--- src/rtl/clk_switch_ctrl.sv ---
// clk_switch_ctrl: sequences a two-input glitch-free clock mux.
// Requests from NREQ requesters are arbitrated round-robin. The granted
// target is driven onto the mux select, and the controller then follows the
// break-before-make handover through the synchronized per-path active flags.
// Each request gets a one-cycle ack, with err flagged if a wait step timed out.
// Everything runs on the always-on reference clock.

module clk_switch_ctrl #(
  parameter int NREQ        = 4,
  parameter int SYNC_STAGES = 2,
  parameter int TIMEOUT     = 255,
  parameter int CNT_W       = 8
) (
  input  logic            clk,
  input  logic            rst,
  input  logic [NREQ-1:0] req,
  input  logic [NREQ-1:0] req_tgt,
  input  logic            act0,
  input  logic            act1,
  output logic            select,
  output logic [NREQ-1:0] ack,
  output logic            err,
  output logic            busy,
  output logic            cur_src
);

  localparam int PTR_W = (NREQ > 1) ? $clog2(NREQ) : 1;
  localparam logic [CNT_W-1:0] TIMEOUT_C = CNT_W'(TIMEOUT);
  localparam logic [PTR_W-1:0] LAST_IDX  = PTR_W'(NREQ - 1);

  typedef enum logic [1:0] {
    ST_IDLE  = 2'd0,
    ST_BREAK = 2'd1,
    ST_MAKE  = 2'd2,
    ST_ACK   = 2'd3
  } state_t;

  // Active flag of a source: src=1 is the clk0 path, src=0 the clk1 path.
  function automatic logic src_active(input logic src, input logic a0, input logic a1);
    src_active = src ? a0 : a1;
  endfunction

  // One-hot decode of a requester index.
  function automatic logic [NREQ-1:0] onehot(input logic [PTR_W-1:0] idx);
    onehot      = {NREQ{1'b0}};
    onehot[idx] = 1'b1;
  endfunction

  logic [SYNC_STAGES-1:0] act0_sync_r;
  logic [SYNC_STAGES-1:0] act1_sync_r;
  logic                   act0_s;
  logic                   act1_s;

  state_t           state_r,  state_nx;
  logic             select_r, select_nx;
  logic [PTR_W-1:0] gnt_r,    gnt_nx;
  logic             tgt_r,    tgt_nx;
  logic [CNT_W-1:0] cnt_r,    cnt_nx;
  logic [PTR_W-1:0] ptr_r,    ptr_nx;
  logic             err_nx;

  logic [NREQ-1:0]  ack_r;
  logic             err_r;
  logic             busy_r;
  logic             cur_src_r;

  logic             found_s;
  logic [PTR_W-1:0] pick_s;
  logic             new_act_s;
  logic             old_act_s;

  // Bring the asynchronous mux active flags into the reference clock domain.
  always_ff @(posedge clk or posedge rst) begin
    if (rst) begin
      act0_sync_r <= {SYNC_STAGES{1'b0}};
      act1_sync_r <= {SYNC_STAGES{1'b0}};
    end else begin
      act0_sync_r <= {act0_sync_r[SYNC_STAGES-2:0], act0};
      act1_sync_r <= {act1_sync_r[SYNC_STAGES-2:0], act1};
    end
  end

  assign act0_s = act0_sync_r[SYNC_STAGES-1];
  assign act1_s = act1_sync_r[SYNC_STAGES-1];

  // Running source tracks whichever single path is active; otherwise hold.
  always_ff @(posedge clk or posedge rst) begin
    if (rst) begin
      cur_src_r <= 1'b0;
    end else if (act0_s && !act1_s) begin
      cur_src_r <= 1'b1;
    end else if (act1_s && !act0_s) begin
      cur_src_r <= 1'b0;
    end else begin
      cur_src_r <= cur_src_r;
    end
  end

  // Round-robin pick: first request at or above the pointer, then wrap to 0.
  always_comb begin
    found_s = 1'b0;
    pick_s  = {PTR_W{1'b0}};
    for (int j = 0; j < NREQ; j++) begin
      if (!found_s && req[j] && (PTR_W'(j) >= ptr_r)) begin
        found_s = 1'b1;
        pick_s  = PTR_W'(j);
      end else begin
        found_s = found_s;
      end
    end
    for (int j = 0; j < NREQ; j++) begin
      if (!found_s && req[j]) begin
        found_s = 1'b1;
        pick_s  = PTR_W'(j);
      end else begin
        found_s = found_s;
      end
    end
  end

  assign new_act_s = src_active(tgt_r, act0_s, act1_s);
  assign old_act_s = src_active(~tgt_r, act0_s, act1_s);

  // Next-state logic for the switch sequencer.
  always_comb begin
    state_nx  = state_r;
    select_nx = select_r;
    gnt_nx    = gnt_r;
    tgt_nx    = tgt_r;
    cnt_nx    = cnt_r;
    ptr_nx    = ptr_r;
    err_nx    = 1'b0;
    case (state_r)
      ST_IDLE: begin
        if (found_s) begin
          gnt_nx = pick_s;
          tgt_nx = req_tgt[pick_s];
          if ((req_tgt[pick_s] == select_r) &&
              src_active(req_tgt[pick_s], act0_s, act1_s)) begin
            // Already running the requested source: acknowledge only.
            state_nx = ST_ACK;
          end else begin
            select_nx = req_tgt[pick_s];
            cnt_nx    = {CNT_W{1'b0}};
            state_nx  = ST_BREAK;
          end
        end else begin
          state_nx = ST_IDLE;
        end
      end
      ST_BREAK: begin
        if (!old_act_s) begin
          cnt_nx   = {CNT_W{1'b0}};
          state_nx = ST_MAKE;
        end else if (cnt_r == TIMEOUT_C) begin
          err_nx   = 1'b1;
          state_nx = ST_ACK;
        end else begin
          cnt_nx = cnt_r + CNT_W'(1);
        end
      end
      ST_MAKE: begin
        if (new_act_s) begin
          state_nx = ST_ACK;
        end else if (cnt_r == TIMEOUT_C) begin
          err_nx   = 1'b1;
          state_nx = ST_ACK;
        end else begin
          cnt_nx = cnt_r + CNT_W'(1);
        end
      end
      ST_ACK: begin
        ptr_nx   = (gnt_r == LAST_IDX) ? {PTR_W{1'b0}} : gnt_r + PTR_W'(1);
        state_nx = ST_IDLE;
      end
      default: begin
        state_nx = ST_IDLE;
      end
    endcase
  end

  // State, select, grant and pointer registers.
  always_ff @(posedge clk or posedge rst) begin
    if (rst) begin
      state_r  <= ST_IDLE;
      select_r <= 1'b0;
      gnt_r    <= {PTR_W{1'b0}};
      tgt_r    <= 1'b0;
      cnt_r    <= {CNT_W{1'b0}};
      ptr_r    <= {PTR_W{1'b0}};
    end else begin
      state_r  <= state_nx;
      select_r <= select_nx;
      gnt_r    <= gnt_nx;
      tgt_r    <= tgt_nx;
      cnt_r    <= cnt_nx;
      ptr_r    <= ptr_nx;
    end
  end

  // Outputs registered from the next state so they line up with the state register.
  always_ff @(posedge clk or posedge rst) begin
    if (rst) begin
      ack_r  <= {NREQ{1'b0}};
      err_r  <= 1'b0;
      busy_r <= 1'b0;
    end else begin
      ack_r  <= (state_nx == ST_ACK) ? onehot(gnt_nx) : {NREQ{1'b0}};
      err_r  <= err_nx;
      busy_r <= (state_nx != ST_IDLE);
    end
  end

  assign select  = select_r;
  assign ack     = ack_r;
  assign err     = err_r;
  assign busy    = busy_r;
  assign cur_src = cur_src_r;

endmodule

--- config.mk ---
export PLATFORM = sky130hd
export DESIGN_NAME = clk_switch_ctrl
export DESIGN_NICKNAME = d
export VERILOG_FILES = /design/src/rtl/clk_switch_ctrl.sv
export SDC_FILE = /design/constraint.sdc
export NUM_CORES = 1
export LEC_CHECK = 0
export BUFFER_PORTS_ARGS = -buffer_cell sky130_fd_sc_hd__buf_2
export CAP_MARGIN = 20
export CORE_MARGIN = 4
export CORE_UTILIZATION = 39
export CTS_CLUSTER_SIZE = 12
export DETAILED_ROUTE_END_ITERATION = 8
export GPL_TIMING_DRIVEN = 0
export HOLD_SLACK_MARGIN = 0.02
export SKIP_CTS_REPAIR_TIMING = 1
export SYNTH_ARGS = -nofsm -noshare
export SYNTH_HDL_FRONTEND = slang
export SYNTH_SLANG_ARGS = --single-unit
--- constraint.sdc ---
create_clock -name clk -period 3 [get_ports clk]
set_input_delay 0.15 -clock clk [delete_from_list [all_inputs] [get_ports clk]]
set_output_delay 0.15 -clock clk [all_outputs]
set_load 0.03 [all_outputs]
# Yosys cells after proc, flatten, opt, wreduce, memory -nomap -nowiden
# Index checks and enable logic that the tools add are counted.
# Widths: inputs -> output; s select.
[word_totals]
register_bits = 27
output_inout_bits = 8
elab_cells = 107
[classes]
addsub = 2
magnitude_cmp = 7
eq_ne = 10
mux = 44
n_bitwise = 1
n_reduce_logical = 31
[op_table]
columns = ["operator", "count"]
rows = [
  ["$mux 8", 5],
  ["$mux 2", 14],
  ["$pmux 8 s3", 1],
  ["$mux 1", 19],
  ["$logic_and 1x1->1", 15],
  ["$logic_not 1->1", 9],
  ["$add 8x1->8 const B", 1],
  ["$eq 2x2->1 const B", 4],
  ["$eq 8x8->1 const B", 1],
  ["$pmux 2 s4", 1],
  ["$lt 2x3->1 const B", 2],
  ["$ne 2x2->1 const B", 3],
  ["$ge 1x2->1 const A", 2],
  ["$ge 2x2->1 const A", 2],
  ["$mux 4", 1],
  ["$reduce_and 4->1", 1],
  ["$reduce_bool 2->1", 2],
  ["$reduce_and 3->1", 1],
  ["$reduce_bool 3->1", 1],
  ["$add 2x1->2 const B", 1],
  ["$bmux 1 s2", 1],
  ["$demux 1 s2", 1],
  ["$eq 2x1->1 const B", 1],
  ["$ge 2x1->1 const B", 1],
  ["other kinds (5)", 5],
]

# Depth between registers and ports, before layout
# Gate-level depths: netlist (run 1).
[logic_depth]
ltp_word = 36
mapped_depth = 9
mapped_depth_nobuf = 9

# Worst setup path before layout (run 1)
# OpenSTA, ideal clock, no wires.
[synth_timing]
path_type = "register to register"
start = "register ptr_r[1]"
end = "register cnt_r[5]"
t_arrival_ns = 2.161
slack_ns = 0.718
path_stages_with_launch = 9
path_buffers = 1
period_less_slack_ns = 2.282
cell_sequence = "dfrtp_1 mux2i_1 nor2_1 a311oi_1 mux2i_1 mux2_4 and2_4 buf_6 a32o_1"
[synth_via]
elab_chain_cells = 33
elab_cells_between_ends = 45
classes_between = "order compare (4); eq/ne (3); mux (18); reduce/logical (20)"
[synth_lines]
columns = ["item", "line", "text"]
rows = [
  ["from (decl)", "59", "logic [PTR_W-1:0] ptr_r, ptr_nx;"],
  ["from (signal assigned)", "190", "ptr_r <= {PTR_W{1'b0}};"],
  ["from (signal assigned)", "197", "ptr_r <= ptr_nx;"],
  ["$ge 1x2->1", "104", "if (!found_s && req[j] && (PTR_W'(j) >= ptr_r)) begin"],
  ["$logic_and 1x1->1", "104", ""],
  ["$mux 1", "104", ""],
  ["$logic_not 1->1", "104", ""],
  ["$logic_and 1x1->1 (2 in a row)", "104", ""],
  ["$mux 1", "104", ""],
  ["$logic_not 1->1", "104", ""],
  ["$logic_and 1x1->1 (2 in a row)", "104", ""],
  ["[15 not listed]", "n/a", ""],
  ["$logic_and 1x1->1", "112", "if (!found_s && req[j]) begin"],
  ["$mux 2", "112", ""],
  ["$bmux 1 s2", "138, 139", ""],
  ["$mux 1 (not written as such)", "138, 139", ""],
  ["$eq 1x1->1 / $mux 1 (equally long branches)", "138, 40", ""],
  ["$logic_and 1x1->1", "138", "if ((req_tgt[pick_s] == select_r) &&"],
  ["$ne 2x2->1 (no source line)", "n/a", ""],
  ["$reduce_and 4->1 (no source line) (*)", "n/a", ""],
  ["to (signal assigned)", "189", "cnt_r <= {CNT_W{1'b0}};"],
  ["to (signal assigned)", "196", "cnt_r <= cnt_nx;"],
  ["to (decl)", "58", "logic [CNT_W-1:0] cnt_r, cnt_nx;"],
]
# Mark *: on every way between the ends. The rest lies on a longest branch, timed or not. The select of a mux whose other input is x is not followed.
# A chain may end at the register's enable or synchronous reset.

# Worst setup path after layout (run 1)
# Same ends and word-level chain as after synthesis.

==> results_dict.tcl, run 1 <==
set metrics [dict create \
    detailed_placement_hpwl_mm 2.07 \
    critical_path.slowest_cell "sky130_fd_sc_hd__dfrtp_1" \
    worst_clock_skew_ps 2.70 \
    detail_route.iter0.violations 41 \
    clk_latency_ps 320 \
    cts_made_buffers 3 \
    synthesized_netlist_net_count 161 \
    critPathMaxFanout 8 \
    vias 1116 \
    first_pass_iters 4 \
    timing.critical_path.to_type "flip-flop" \
    layout.cells.non_filler 214 \
    power_switching_uw 573 \
    tritoncts "done" \
    fin_tns_setup_ps 0 \
    cts.sinks 27 \
    post_synth_instance_area_um2 1410 \
    final_period_minus_worst_setup_slack_ps 2540 \
    detail_route.wirelength.met1_mm 1.32 \
    worstPathCellList "mux2i_1 > nor2_1 > a311oi_1 > mux2i_1 > mux2_4 > and2_4 > buf_6 > a32o_1" \
    initial_cell_density_of_the_core_pct 41.2 \
    wl_per_cell_um 12.9 \
    setup.worst_path.class "flip-flop to flip-flop" \
    core_region_area_um2 3420 \
    power.internal_uw 785 \
    placed_area_um2 1560 \
    power-per-cell-area_nw_per_um2 826 \
    sw_frac_of_total_pct 42.2 \
    detailed_route_wirelength_on_metal3_um 99 \
    grt_pass1_vias 1084 \
    slew-limit-headroom_pct 35.0 \
    cts-root-to-sink-buffers 2 \
    num-fill-cells 327 \
    cts.clk_slew.worst_paths_ps 140 \
    cpMostUsedCell "sky130_fd_sc_hd__mux2i_1" \
    synth_seq_cells 27 \
    final.period_utilization_pct 84.8 \
    worst_pin_slew_ps 969 \
    drcViolationCount 0 \
    synthesis.area_per_instance_um2 9.98 \
    finalMaxSlewViolations 0 \
    grt_overflow_total 0 \
    vdd.ir_drop.worst_uv 343 \
    number_of_rows_in_the_core_area 21 \
    grt_pass1_wl_mm 4.59 \
    start_kind "flip-flop" \
    die_width_um 68.1 \
    routed_wire_length_on_met2_mm 1.33 \
    cts_max_level 1 \
    worst_hold_path_type "input port to asynchronous set/reset pin" \
    design.portCount 20 \
    power_leakage_uw 0.000784 \
    grt_usage_pct 12.8 \
    postRouteAntennaNets 0 \
    placed_cells_incl_taps 206 \
    critPathMaxStageDelay_ps 460 \
    syn2layout_area_growth_pct 16.8 \
    final_common_cell "sky130_fd_sc_hd__dfrtp_1" \
    die_y_um 68.1 \
    routed_via_density 5.21 \
    final_net_count 189 \
    clock-root-buffer "sky130_fd_sc_hd__clkbuf_4" \
    insertedDiodeCount 0 \
    required_ps 3220 \
    antenna_found_initial 0 \
    design.die.area_um2 4630 \
    worst_r2r_startpoint "ptr_r[1]" \
    most-common-layout-cells "27 x sky130_fd_sc_hd__dfrtp_1, 19 x sky130_fd_sc_hd__buf_2, 18 x sky130_fd_sc_hd__nand2_1" \
    post_synth_inst_count 141 \
    grt_setup_unrepaired "false" \
    largest_net_degree_at_the_start_of_global_routing 28 \
    outcome "complete, no violations" \
    power_frac_seq_pct 37.6 \
    cap_viol_max_count 0 \
    maxClockFrequency_ghz 0.393 \
    data_arrival_at_the_endpoint_of_the_critical_path_ps 2760 \
    sequential_fraction_of_the_synthesis_area_pct 48.0 \
    yosysUniqueCellTypes 34 \
    post_route_cells_drive_above_1_share_pct 20.2 \
    highest-signal-layer "met4" \
    worstSetupStartpoint "ptr_r[1]" \
    io_buffer_count 19 \
    yosys_warnings 0 \
    finalHoldViolCount 0 \
    finalSetupViolations 0 \
    comb_power_share_pct 50.9 \
    pwr-share-clk_pct 11.5 \
    postRouteWirelength_mm 2.76 \
    final_core_util_pct 48.1 \
    gp_routability_congestion 0.862 \
    final_design_area_no_fill_um2 1640 \
]
-- flip-flops by register name (all words and copies together), names as in the netlist, 2 cells and up --
signal       flops
cnt_r            8
ack              4
act0_sync_r      2
act1_sync_r      2
gnt_r            2
ptr_r            2
state_r          2
-- per-stage QoR --
stage               power (uW)  hold slack [ps]  setup WS (ps)
floorplan                 1040              181            718
global placement          1170              260            509
detailed placement        1200              262            465
CTS                       1360            -78.7            444
global route              1480              282            280
finish                    1360              268            457
-- cell families after synthesis --
logic type | after synthesis | share of synthesized area, %
buf+inv | 11 | 3.47
compound gates | 35 | 16.7
simple gates | 49 | 16.1
mux | 11 | 8.62
fa+ha+maj | 8 | 7.11
flops | 27 | 48.0
-- power groups by stage --
stage                     sequential (uW)  clock [uW]  combinational, uW
after global placement                513           0                661
final                                 511         157                690
after global routing                  522         176                780
after detailed placement              518           0                683
after CTS                             510         162                687
after floorplan                       568           0                474
-- layer usage --
layer | vias up | track usage, %
li1 | 557 | -
met1 | 532 | 17.7
met2 | 25 | 20.9
met3 | 2 | 1.97
met4 | 0 | 3.23
met5 | - | 0
-- synthesized netlist by cell type --
| cell | number | area (um^2) |
|---|---|---|
| sky130_fd_sc_hd__nor2_1 | 12 | 45.0 |
| sky130_fd_sc_hd__nor3_1 | 2 | 10.0 |
| sky130_fd_sc_hd__o21ai_1 | 1 | 5.00 |
| sky130_fd_sc_hd__and2_0 | 1 | 6.26 |
| sky130_fd_sc_hd__a22o_2 | 1 | 10.0 |
| sky130_fd_sc_hd__o2bb2a_2 | 1 | 11.3 |
| sky130_fd_sc_hd__mux2_4 | 1 | 15.0 |
| sky130_fd_sc_hd__buf_6 | 1 | 11.3 |
| sky130_fd_sc_hd__nor2b_1 | 1 | 6.26 |
| sky130_fd_sc_hd__mux2i_1 | 5 | 50.1 |
| sky130_fd_sc_hd__nand2_1 | 18 | 67.6 |
| sky130_fd_sc_hd__o22a_1 | 1 | 8.76 |
| sky130_fd_sc_hd__inv_1 | 10 | 37.5 |
| sky130_fd_sc_hd__o31ai_1 | 1 | 7.51 |
| sky130_fd_sc_hd__o21ai_0 | 6 | 30.0 |
| sky130_fd_sc_hd__a31oi_1 | 5 | 31.3 |
| sky130_fd_sc_hd__or4_1 | 1 | 7.51 |
| sky130_fd_sc_hd__a311oi_1 | 2 | 17.5 |
| sky130_fd_sc_hd__a211oi_1 | 2 | 15.0 |
| sky130_fd_sc_hd__dfrtp_1 | 27 | 676 |
| sky130_fd_sc_hd__nand3_1 | 7 | 35.0 |
| sky130_fd_sc_hd__and2_4 | 1 | 8.76 |
| sky130_fd_sc_hd__nor3b_1 | 2 | 15.0 |
| sky130_fd_sc_hd__a32o_1 | 2 | 20.0 |
| sky130_fd_sc_hd__a21oi_1 | 9 | 45.0 |
| sky130_fd_sc_hd__a41o_1 | 1 | 10.0 |
| sky130_fd_sc_hd__o211ai_1 | 1 | 7.51 |
| sky130_fd_sc_hd__nand4_1 | 1 | 6.26 |
| sky130_fd_sc_hd__mux2_2 | 5 | 56.3 |
| sky130_fd_sc_hd__a21o_1 | 1 | 7.51 |
| sky130_fd_sc_hd__a31o_2 | 1 | 8.76 |
| sky130_fd_sc_hd__ha_1 | 8 | 100 |
| sky130_fd_sc_hd__nand2b_1 | 2 | 12.5 |
| sky130_fd_sc_hd__and2_1 | 1 | 6.26 |
-- layout make-up --
type | count | area, um^2 | share of cell area, %
flip-flops and latches | 27 | 676 | 41.1
repair buffers | 23 | 153 | 9.28
clock buffers | 4 | 26.3 | 1.60
inverters | 10 | 37.5 | 2.28
multi-input cells | 103 | 683 | 41.6
plain buffers | 1 | 11.3 | 0.685
well taps | 46 | 57.6 | 3.50
-- path summary, 6_finish.rpt --
path | to | slack (ps) | cells after the start
hold / removal | act0_sync_r[0] | 270 | 3
hold reg to reg | act1_sync_r[1] | 370 | 0
min in group clk | tgt_r | 330 | 4
max in group asynchronous | ptr_r[1] | 2360 | 4
setup / recovery | cnt_r[5] | 460 | 8
setup reg to reg | cnt_r[5] | 460 | 8
-- critical path, delay by kind of cell (launching register included) --
kind	cells	cell delay, ps
DFF	1	460
and+or+nand+nor	2	200
buffers and inverters	1	130
muxes	3	1010
AOI/OAI and AO/OA	2	650
No activity file was read; power rests on OpenSTA's default activity.
==> run 2, diff against run 1 <==
==> constraint.sdc (replaced) <==
create_clock -name clk -period 2.13 [get_ports clk]
set_input_delay 0.1065 -clock clk [delete_from_list [all_inputs] [get_ports clk]]
set_output_delay 0.1065 -clock clk [all_outputs]
set_load 0.03 [all_outputs]
==> run 2 against run 1 <==
Compared with the run above: the flow now finishes with violations (negative setup slack); worst hold slack worse by 17 ps; critical endpoint unchanged; largest cell class unchanged; via count increased by 2.2%; die area did not move; global-route usage shrank 0.12 points; count of clock-buffer cells in the layout unchanged; non-clock buffer count increased by 3; setup slack worse by 610 ps.
==> results_dict.tcl, run 2 (synthesis gave the netlist of run 1 again) <==
set metrics [dict create \
    power_leakage_uw 0.000800 \
    register_containing_the_most_flip_flops_in_the_final_layout "cnt_r" \
    timing.reg2reg.worst_path_depth 7 \
    final_common_cell "sky130_fd_sc_hd__dfrtp_1" \
    drcViolationCount 0 \
    wl_per_cell_um 12.9 \
    num-fill-cells 330 \
    outcome "complete, but fails checks" \
    cts_max_level 1 \
    tritoncts "done" \
    power-per-cell-area_nw_per_um2 1170 \
    final.period_utilization_pct 107 \
    postLayoutSetupSlackWorst_ps -149 \
    final_design_area_no_fill_um2 1700 \
    first_pass_iters 4 \
    worst_clock_skew_ps 4.18 \
    grt_pass1_vias 1061 \
    initial_cell_density_of_the_core_pct 41.2 \
    vias 1140 \
    cts.sinks 27 \
    placed_area_um2 1570 \
    finalSetupViolations 8 \
    antenna_found_initial 0 \
    routed_via_density 5.25 \
    io_buffer_count 19 \
    detailed_placement_hpwl_mm 2.03 \
    maxClockFrequency_ghz 0.439 \
    cts.clk_slew.worst_paths_ps 140 \
    grt_usage_pct 12.7 \
    die_y_um 68.1 \
    vdd.ir_drop.worst_uv 669 \
    timing.critical_path.to_type "flip-flop" \
    final_net_count 192 \
    postRouteAntennaNets 0 \
    violations_in_the_final_reports "negative setup slack" \
    power_uw 2000 \
    design.portCount 20 \
    slew-limit-headroom_pct 61.9 \
    largest_net_degree_at_the_start_of_global_routing 28 \
    cts-root-to-sink-buffers 2 \
    post_route_cells_drive_above_1_share_pct 27.5 \
    finalMaxSlewViolations 0 \
    die_width_um 68.1 \
    clock-root-buffer "sky130_fd_sc_hd__clkbuf_4" \
    insertedDiodeCount 0 \
    final_core_util_pct 49.9 \
    number_of_rows_in_the_core_area 21 \
    grt_pass1_wl_mm 4.57 \
    critPathMaxFanout 7 \
    dpl_worst_slack_ps -274 \
    worst_hold_path_type "input port to asynchronous set/reset pin" \
    start_kind "flip-flop" \
    grt_overflow_total 0 \
    gp_routability_congestion 0.874 \
    worst_pin_slew_ps 570 \
    detail_route.iter0.violations 40 \
    largest_register_ff_count 8 \
    setup.worst_path.class "flip-flop to flip-flop" \
    worstPathCellList "mux2i_1 > nor2_1 > a311oi_2 > mux2i_2 > mux2_4 > and2_4 > a32o_1" \
    clk_latency_ps 320 \
    cts_made_buffers 3 \
    critPathMaxStageDelay_ps 440 \
    finalHoldViolCount 0 \
    critical_path.slowest_cell "sky130_fd_sc_hd__dfrtp_2" \
    grt_setup_unrepaired "true" \
    postRouteWirelength_mm 2.80 \
    cap_viol_max_count 0 \
    syn2layout_area_growth_pct 21.1 \
    design.die.area_um2 4630 \
    most-common-layout-cells "26 x sky130_fd_sc_hd__dfrtp_1, 19 x sky130_fd_sc_hd__buf_2, 18 x sky130_fd_sc_hd__nand2_1" \
    final_period_minus_worst_setup_slack_ps 2280 \
    data_arrival_at_the_endpoint_of_the_critical_path_ps 2500 \
    core_region_area_um2 3420 \
    required_ps 2350 \
]
run 2: final cells by class:
type | instances | area [um^2] | share of cell area, %
clock buffers | 4 | 26.3 | 1.54
multi-input cells | 103 | 719 | 42.2
repair buffers | 27 | 186 | 10.9
inverters | 10 | 37.5 | 2.20
flip-flops and latches | 27 | 677 | 39.7
well taps | 46 | 57.6 | 3.38
run 2: metrics by stage:
stage	cells	hold slack, ps	TNS (ps)
3_3_place_gp	206	216	-1020
6_report	217	251	-691
5_1_grt	217	283	-1900
4_1_cts	210	-133	-1650
2_1_floorplan	141	138	-145
3_5_place_dp	206	216	-1500
run 2: worst max-delay path: cells and delay by family, from the launching register on:
family | cells | cell delay [ps]
muxes | 3 | 870
AOI/OAI and AO/OA | 2 | 610
DFF | 1 | 440
and+or+nand+nor | 2 | 250
run 2: metal layers:
metal	global-route usage [%]	part of all wire, %	wire length, um	vias up
met2	20.2	46	1300	25
met1	17.5	48	1350	545
met3	2.46	4.2	119	4
met5	0	0	0	-
li1	-	-	-	566
met4	3.72	0.96	27	0
run 2: worst paths after layout:
kind	startpoint	to	slack, ps
max in group asynchronous	rst	ptr_r[1]	1470
worst min-delay path	rst	act0_sync_r[0]	250
min in group clk	req[3]	tgt_r	290
worst max-delay path	ptr_r[1]	cnt_r[5]	-150
worst max register to register	ptr_r[1]	cnt_r[5]	-150
worst min register to register	act1_sync_r[0]	act1_sync_r[1]	360
run 2: where the power goes:
group	total (uW)	leakage [uW]	switching [uW]	internal, uW
combinational	1050	0.000437	616	438
sequential	719	0.000348	83.0	636
clock	223	0.0000150	149	73.3
total	2000	0.000800	848	1150
==> run 3, diff against run 2 <==
--- a/config.mk
+++ b/config.mk
@@ -5,7 +5,7 @@
 export SDC_FILE = /design/constraint.sdc
 export NUM_CORES = 1
 export LEC_CHECK = 0
-export BUFFER_PORTS_ARGS = -buffer_cell sky130_fd_sc_hd__buf_2
+export BUFFER_PORTS_ARGS = -buffer_cell sky130_fd_sc_hd__clkbuf_2
 export CAP_MARGIN = 20
 export CORE_MARGIN = 4
 export CORE_UTILIZATION = 39
==> run 3 against run 2 <==
Compared with the run above: the run still ends with negative setup slack left; power is 1.1% higher; final cell count is 0.46% higher; combinational power hardly changed; sequential power is 0.6% higher; via count is 0.96% higher; register-to-register slack worse by 110 ps; worst hold slack worse by 61 ps; flip-flop and latch count stayed put; cell area is 1.1% higher; critical endpoint is now cnt_r[6]; largest power group unchanged; highest routed layer unchanged.
==> results_dict.tcl, run 3 (synthesis gave the netlist of run 1 again) <==
set metrics [dict create \
    outcome "complete, but fails checks" \
    violations_in_the_final_reports "negative setup slack" \
    cap_viol_max_count 0 \
    antenna_found_initial 0 \
    critPathMaxStageDelay_ps 440 \
    maxClockFrequency_ghz 0.418 \
    final_net_count 193 \
    worst_pin_slew_ps 591 \
    grt_usage_pct 13.9 \
    total_area_of_multi_input_combinational_cells_um2 727 \
    vias 1151 \
    cts-root-to-sink-buffers 2 \
    detail_route.iter0.violations 36 \
    worstPathCellList "mux2i_1 > nor2_1 > a311oi_2 > mux2i_2 > mux2_4 > buf_6 > buf_6 > a31oi_1 > a21oi_1" \
    worstSetupStartpoint "ptr_r[1]" \
    insertedDiodeCount 0 \
    design.portCount 20 \
    finalSetupViolations 12 \
    tritoncts "done" \
    timing.reg2reg.worst_path_depth 9 \
    cts.clk_slew.worst_paths_ps 140 \
    number_of_rows_in_the_core_area 21 \
    ff_latch_area_um2 677 \
    routed_via_density 5.28 \
    final.period_utilization_pct 112 \
    final_common_cell "sky130_fd_sc_hd__dfrtp_1" \
    critPathMaxFanout 5 \
    gp_routability_congestion 0.861 \
    clock-root-buffer "sky130_fd_sc_hd__clkbuf_4" \
    cts_max_level 1 \
    setup.worst_path.class "flip-flop to flip-flop" \
    grt_pass1_vias 1129 \
    r2r-end "cnt_r[6]" \
    worst_hold_path_type "input port to asynchronous set/reset pin" \
    largest_register_ff_count 8 \
    critPathTopFamily "multiplexers" \
    final_period_minus_worst_setup_slack_ps 2390 \
    required_ps 2350 \
    final_design_area_no_fill_um2 1720 \
    register_containing_the_most_flip_flops_in_the_final_layout "cnt_r" \
    grt_setup_unrepaired "true" \
    first_pass_iters 4 \
    postRouteWirelength_mm 2.97 \
    initial_cell_density_of_the_core_pct 41.2 \
    critical_path_cell_count 9 \
    vdd.ir_drop.worst_uv 619 \
    placed_area_um2 1570 \
    timing.critical_path.buf_inv 2 \
    slew-limit-headroom_pct 60.5 \
    drcViolationCount 0 \
    post_route_cells_drive_above_1_share_pct 28.5 \
    grt_pass1_wl_mm 4.91 \
    core_region_area_um2 3420 \
    postLayoutSetupSlackWorst_ps -263 \
    power-per-cell-area_nw_per_um2 1170 \
    critical_path.slowest_cell "sky130_fd_sc_hd__dfrtp_2" \
    die_y_um 68.1 \
    timing.critical_path.to_type "flip-flop" \
    power_leakage_uw 0.000809 \
    worst_r2r_startpoint "ptr_r[1]" \
    start_kind "flip-flop" \
    grt_overflow_total 0 \
    design.die.area_um2 4630 \
    cpMostUsedCell "sky130_fd_sc_hd__buf_6" \
    r2r_setup_slack_ps -260 \
    finalMaxSlewViolations 0 \
    data_arrival_at_the_endpoint_of_the_critical_path_ps 2610 \
    detailed_placement_hpwl_mm 2.16 \
    wl_per_cell_um 13.6 \
    most-common-layout-cells "26 x sky130_fd_sc_hd__dfrtp_1, 19 x sky130_fd_sc_hd__clkbuf_2, 17 x sky130_fd_sc_hd__nand2_1" \
    finalHoldViolCount 0 \
    largest_net_degree_at_the_start_of_global_routing 28 \
    die_width_um 68.1 \
    clk_latency_ps 320 \
    postRouteAntennaNets 0 \
    endpoint "cnt_r[6]" \
    cts.sinks 27 \
    worst_clock_skew_ps 5.56 \
    num-fill-cells 317 \
    syn2layout_area_growth_pct 22.4 \
    io_buffer_count 19 \
    fin_tns_setup_ps -1570 \
    cts_made_buffers 3 \
]
## run 3: how the worst min path moves through the flow
| stage | startpoint | to | slack [ps] | cells after the start |
|---|---|---|---|---|
| 3_3_place_gp | act1 | act1_sync_r[0] | 220 | 1 |
| 6_report | rst | cnt_r[6] | 190 | 3 |
| 5_1_grt | rst | cur_src | 200 | 3 |
| 3_5_place_dp | act0 | act0_sync_r[0] | 220 | 1 |
| 4_1_cts | act0 | act0_sync_r[0] | -130 | 1 |
| 2_1_floorplan | act0 | act0_sync_r[0] | 140 | 0 |
## run 3: routing by layer
metal / share of wire, % / vias up / wire [um] / track usage [%]
met1: 47 / 548 / 1380 / 18.8
met3: 4.3 / 5 / 129 / 2.79
met2: 48 / 28 / 1420 / 22.4
met4: 1.4 / 0 / 42 / 4.47
li1: - / 570 / - / -
met5: 0 / - / 0 / 0
## run 3: tightest hold or removal path, stage by stage
cell                            delay [ps]
sky130_fd_sc_hd__dlygate4sd3_1         530
sky130_fd_sc_hd__clkbuf_2              100
sky130_fd_sc_hd__inv_1                 160
## run 3: stage by stage
step                total power [uW]  utilization, %  hold WS, ps  worst slack [ps]  std cells
floorplan                       1480               -          138             -54.3        141
global placement                1670            46.0          216              -221        206
detailed placement              1720            46.0          216              -306        206
CTS                             1940            46.7         -133              -322        210
global route                    2190            50.4          197              -354        218
finish                          2020            50.4          190              -263        218
## run 3: report_power, final
part           leakage [uW]  switching (uW)  internal [uW]  total (uW)
clock             0.0000150             146           73.3         219
sequential         0.000348            86.9            637         723
combinational      0.000446             634            442        1080
total              0.000809             867           1150        2020
## run 3: layout make-up
| cell class | count | share of cell area [%] |
|---|---|---|
| Clock buffer | 4 | 1.53 |
| Inverter | 10 | 2.18 |
| Multi-Input combinational cell | 103 | 42.2 |
| Sequential cell | 27 | 39.3 |
| Tap cell | 46 | 3.34 |
| Timing Repair Buffer | 28 | 11.5 |
